## config.mk

```make
export PLATFORM = sky130hd
export DESIGN_NAME = logic_unit_pipe
export DESIGN_NICKNAME = d
export VERILOG_FILES = /design/src/rtl/logic_unit_pipe.sv
export SDC_FILE = /design/constraint.sdc
export NUM_CORES = 1
export LEC_CHECK = 0
export CAP_MARGIN = 40
export CORE_ASPECT_RATIO = 0.9
export CORE_MARGIN = 5
export CORE_UTILIZATION = 55
export DETAILED_ROUTE_END_ITERATION = 8
export PLACE_DENSITY = 0.85
export SYNTH_ARGS = -nofsm -noshare
export SYNTH_HDL_FRONTEND = slang
export SYNTH_SLANG_ARGS = --single-unit
```

## constraint.sdc

```tcl
create_clock -name clk -period 4.05 [get_ports clk]
set_input_delay 0.81 -clock clk [delete_from_list [all_inputs] [get_ports clk]]
set_output_delay 0.81 -clock clk [all_outputs]
set_load 0.02 [all_outputs]
```

## src/rtl/logic_unit_pipe.sv

```systemverilog
// Two-stage pipelined bitwise logic unit with valid/ready back-pressure,
// zero/parity flags and an optional accumulate mode.
//
// Handshake: a beat moves across an interface on a rising edge where valid
// and ready are both high. valid is never withdrawn by this unit while it waits,
// and the payload is held stable until it is accepted. in_ready is derived only
// from registered stage valids and out_ready, so no path runs from in_valid
// to in_ready.
module logic_unit_pipe #(
  parameter int WIDTH = 8
) (
  input  logic             clk,
  input  logic             rst,
  input  logic             in_valid,
  output logic             in_ready,
  input  logic [2:0]       op,
  input  logic             acc_en,
  input  logic             acc_clr,
  input  logic [WIDTH-1:0] a,
  input  logic [WIDTH-1:0] b,
  output logic             out_valid,
  input  logic             out_ready,
  output logic [WIDTH-1:0] y,
  output logic             zero,
  output logic             parity,
  output logic [WIDTH-1:0] acc_q
);

  logic [WIDTH-1:0] a_eff;
  logic [WIDTH-1:0] res;
  logic             s1_v;
  logic [WIDTH-1:0] s1_res;
  logic             s2_v;
  logic             s1_free;
  logic             s2_free;
  logic             in_xfer;

  // Ready chain: a stage is free when empty or when its contents leave this edge.
  always_comb begin
    s2_free  = !s2_v || out_ready;
    s1_free  = !s1_v || s2_free;
    in_ready = s1_free;
    in_xfer  = in_valid && s1_free;
  end

  // Stage 0: pick operand A and evaluate the selected bitwise function.
  always_comb begin
    a_eff = acc_en ? acc_q : a;
    res   = '0;
    case (op)
      3'd0:    res = a_eff & b;
      3'd1:    res = a_eff | b;
      3'd2:    res = ~a_eff;
      3'd3:    res = ~(a_eff & b);
      3'd4:    res = ~(a_eff | b);
      3'd5:    res = a_eff ^ b;
      3'd6:    res = ~(a_eff ^ b);
      default: res = b;
    endcase
  end

  // Stage 1: capture a new beat when free; otherwise hold.
  always_ff @(posedge clk or posedge rst) begin
    if (rst) begin
      s1_v   <= 1'b0;
      s1_res <= '0;
    end else if (s1_free) begin
      s1_v <= in_xfer;
      if (in_xfer) s1_res <= res;
    end
  end

  // Stage 2: take the stage 1 beat with its flags; empties when drained with nothing behind.
  always_ff @(posedge clk or posedge rst) begin
    if (rst) begin
      s2_v   <= 1'b0;
      y      <= '0;
      zero   <= 1'b0;
      parity <= 1'b0;
    end else if (s2_free) begin
      s2_v <= s1_v;
      if (s1_v) begin
        y      <= s1_res;
        zero   <= (s1_res == '0);
        parity <= ^s1_res;
      end
    end
  end

  // Accumulator: clear dominates; otherwise follows every accepted result.
  always_ff @(posedge clk or posedge rst) begin
    if (rst) begin
      acc_q <= '0;
    end else if (acc_clr) begin
      acc_q <= '0;
    end else if (in_xfer) begin
      acc_q <= res;
    end
  end

  assign out_valid = s2_v;

endmodule

```

### Yosys cells after proc, flatten, opt, wreduce, memory -nomap -nowiden

Index checks and enable logic that the tools add are counted.

| word-level totals | value |
|---|---|
| register bits | 28 |
| logic and storage cells | 35 |

| operators by class | value |
|---|---|
| equality and inequality tests | 6 |
| mux-type cells | 4 |
| bitwise operators | 7 |
| reductions and logical operators | 11 |

Operators with widths:

| operator | number |
|---|---|
| 8-bit case mux with 7 select lines | 1 |
| 8-bit inverter | 4 |
| 8-bit two-way mux | 3 |
| 3-bit equality test, second input constant | 3 |
| 8-bit bitwise AND | 1 |
| 8-bit zero test | 1 |
| 8-bit bitwise OR | 1 |
| 8-bit parity | 1 |
| 8-bit XOR | 1 |
| 3-bit by 2-bit equality test with 1-bit output, second input constant | 2 |
| 2-bit AND reduction | 2 |
| 3-bit by 1-bit equality test with 1-bit output, second input constant | 1 |
| 3-bit zero test | 1 |
| 1-bit zero test | 2 |
| 1-bit logical OR | 2 |
| 2-bit nonzero test | 1 |
| 1-bit logical AND | 1 |

### Logic depth before layout (Yosys ltp)

| logic depth | value |
|---|---|
| word-level depth | 6 |
| mapped depth | 8 |
| mapped depth without buffers | 7 |

### Worst setup path after synthesis

OpenSTA, ideal clock, no wires.

| path | value |
|---|---|
| kind | input-to-reg |
| start | input port acc_en |
| end | register acc_q[7] |
| library setup time | 0.104 ns |
| arrival | 2.331 ns |
| slack | 1.616 ns |
| stages | 8 |
| cells stage by stage | buf_2 -> mux2_2 -> inv_2 -> ha_1 -> nand2b_1 -> a21boi_0 -> a211oi_2 -> o41ai_2 |

| on the way | value |
|---|---|
| word-level cells in the longest chain between the ends | 6 |

RTL lines:

| element | RTL line | source |
|---|---|---|
| start, declared | 17 | `input logic acc_en,` |
| 8-bit two-way mux * | 48 | `a_eff = acc_en ? acc_q : a;` |
| 8-bit XOR, or another cell as far along | 56, 57 |  |
| 8-bit inverter, on equally long branches | 57, 54, 55 |  |
| 8-bit case mux with 7 select lines * | 50 | `case (op)` |
| 8-bit two-way mux * | 96 | `end else if (in_xfer) begin` |
| 8-bit two-way mux * | 94 | `end else if (acc_clr) begin` |
| end signal, assigned | 97 | `acc_q <= res;` |
| end, declared | 26 | `output logic [WIDTH-1:0] acc_q` |

Mark *: on every way between the ends. The rest lies on a longest branch, timed or not. The select of a mux whose other input is x is not followed.
A chain may end at the register's enable or synchronous reset.

### Worst setup path after layout

| path | value |
|---|---|
| start | input port out_ready |
| end | output port in_ready |

| on the way | value |
|---|---|
| word-level cells in the longest chain between the ends | 2 |

RTL lines:

| element | RTL line | source |
|---|---|---|
| start, declared | 22 | `input logic out_ready,` |
| 1-bit logical OR | 40 | `s2_free = !s2_v \|\| out_ready;` |
| 1-bit logical OR | 41 | `s1_free = !s1_v \|\| s2_free;` |
| end, declared | 15 | `output logic in_ready,` |

Every way passes these cells.

==> qor.yml <==
placement:
  gp_congestion: 0.868
  port_buffers: 44
  place_inst: 321
  dpl.hpwl_um: 3950
  place_area_sq_mm: 0.00264
cts:
  cts_buffers: 3
  cts_resized: 0
  cts_htree_levels: 1
  cts_buffer_depth: 2
  numClockSinks: 28
  cts_tree: "done"
  ctsHoldBuffers: 0
  post_cts_buffers: 0
  clock-root-buffer: "clkbuf_8"
  clk_pin_slew_ps: 90
  clkLatencyLatePin_ps: 270
cells_and_area:
  drive_gt1_share_pct: 8.24
  synthToLayoutAreaGrowth_pct: 24.1
  final_area_sq_mm: 0.00269
  antenna-diode-count: 0
  fin_nets: 325
  layout_common_cells: "clkdlybuf4s50_1 (44), dfrtp_1 (28), inv_1 (25)"
  fin_cells: 325
  final_common_cell: "clkdlybuf4s50_1"
worst_setup_path:
  criticalPathCategory: "in2out"
  cp.required_ps: 3240
  critPathMaxFanout: 8
  crit_arrival_ps: 2240
  worstSetupStartpointType: "input port"
  critPathCaptureType: "output port"
detailed_routing:
  drcViolationCount: 0
  wire_per_inst_um: 15.1
  ant_nets: 0
  via_per_inst: 5.64
  via_count: 1834
  first_iter_violations: 106
  wirelength_um: 4910
  firstDrtPassIters: 4
global_routing:
  antenna_found_initial: 0
  grtUsageMet2_pct: 31.8
  busiest_layer: "met2"
  grt-ovfl-total: 0
  grt_max_degree: 27
  first_global_vias: 1816
  grt_usage_pct: 18.9
  use_met3_pct: 1.56
  grt_pass1_wl_um: 8550
  grt_util_met1_pct: 26.3
sta:
  tns_ps: 0
  period_needed_ps: 3050
  hold_violations: 0
  hold-worst-slack_ps: 490
  setup_viol: 0
  post-route-period-util_pct: 75.2
  worst_slew_pin_slew_ps: 874
  drv_slew: 0
  fin_skew_ps: 2.89
  rsz0062_at_grt: "false"
  max_slew_margin_pct: 41.5
  clock.fmax_mhz: 328
synth:
  ys_ff_latch: 28
  seq_area_frac_synth_pct: 32.3
  synth_edf_count: 0
  synth_area_sq_mm: 0.00217
  ys.warnings.count: 0
  synthFlopType: "dfrtp_1"
  syn_nets: 286
  netlist_instances: 241
  synth.avg_cell_area_sq_um: 9.00
  synthArstFlopShare_pct: 100
  netlist-cell-type-count: 44
floorplan:
  row_count: 21
  dieArea_sq_mm: 0.00530
  core_sq_mm: 0.00376
  ioPinCount: 45
  die_h_um: 69.6
  start_util_pct: 57.7
  die_w_um: 76.2
min_path:
  holdCritPathClass: "reg2reg"
status:
  outcome: "completed"
run:
  max_cap_violations: 0
pwr:
  peakVddDrop_mv: 0.134
  p_leak_uw: 0.00122
  powerDensity_mw_per_mm2: 334
cell type report:
class / count / area [sq um]
Multi-Input combinational cell: 173 / 1290
Fill cell: 292 / 1060
Sequential cell: 28 / 701
Timing Repair Buffer: 47 / 483
Inverter: 27 / 101
Tap cell: 46 / 57.6
Clock buffer: 4 / 55.1
metal layers:
metal / routed length, um / vias up
li1: - / 935
met1: 2340 / 859
met2: 2390 / 34
met3: 135 / 6
met4: 46 / 0
met5: 0 / -
registers in the layout (all words and copies together) (netlist names):
register / count
acc_q: 8
out_valid: 1
parity: 1
s1_res: 8
s1_v: 1
y: 8
zero: 1
critical path, stage by stage:
cell and delay [ps]:
clkdlybuf4s50_1 470, nand3b_1 280, clkdlybuf4s50_1 670
synth_stat cells (5+ instances only):
| cell type | number | area [sq um] |
|---|---|---|
| a21oi_1 | 10 | 50.1 |
| nand2_1 | 19 | 71.3 |
| o31ai_1 | 5 | 37.5 |
| o22ai_1 | 8 | 50.1 |
| nand3b_1 | 8 | 60.1 |
| clkbuf_1 | 5 | 18.8 |
| dfrtp_1 | 28 | 701 |
| nor2_1 | 5 | 18.8 |
| o21ai_1 | 13 | 65.1 |
| inv_1 | 25 | 93.8 |
| mux2_2 | 5 | 56.3 |
| nor2b_1 | 5 | 31.3 |
| ha_1 | 20 | 250 |
| mux2i_1 | 10 | 100 |
| nand2b_1 | 12 | 75.1 |
| o21ai_0 | 7 | 35.0 |
report_power, final:
group	total, uW	internal [uW]	switching (uW)
Combinational	380	182	199
Sequential	354	327	26.4
Clock	166	86.8	79.4
Total	900	596	304
worst paths after layout:
check / startpoint / endpoint / slack [ps] / cells past startpoint
worst max-delay path: out_ready / in_ready / 1000 / 3
worst min-delay path: y[5] / y[5] / 490 / 2
worst max register to register: acc_q[7] / acc_q[7] / 2150 / 7
worst min register to register: y[5] / y[5] / 490 / 2
max in group asynchronous: rst / y[6] / 2750 / 3
min in group asynchronous: rst / s1_res[2] / 850 / 2
metrics by stage:
| step | util (%) | setup slack (ps) | total power, uW |
|---|---|---|---|
| after floorplan | - | 1620 | 599 |
| after global placement | 69.5 | 1010 | 723 |
| after detailed placement | 70.2 | 926 | 740 |
| after CTS | 71.7 | 987 | 908 |
| after global routing | 71.7 | 931 | 962 |
| final | 71.7 | 1000 | 900 |
cell families after synthesis:
group	after synthesis	synth area share, %
compound gates	67	21.3
xor+xnor	3	1.21
fa+ha+maj	20	11.5
buf+inv	40	8.02
flops	28	32.3
mux	15	7.21
simple gates	68	18.5
(Power assumes the default switching activity.)
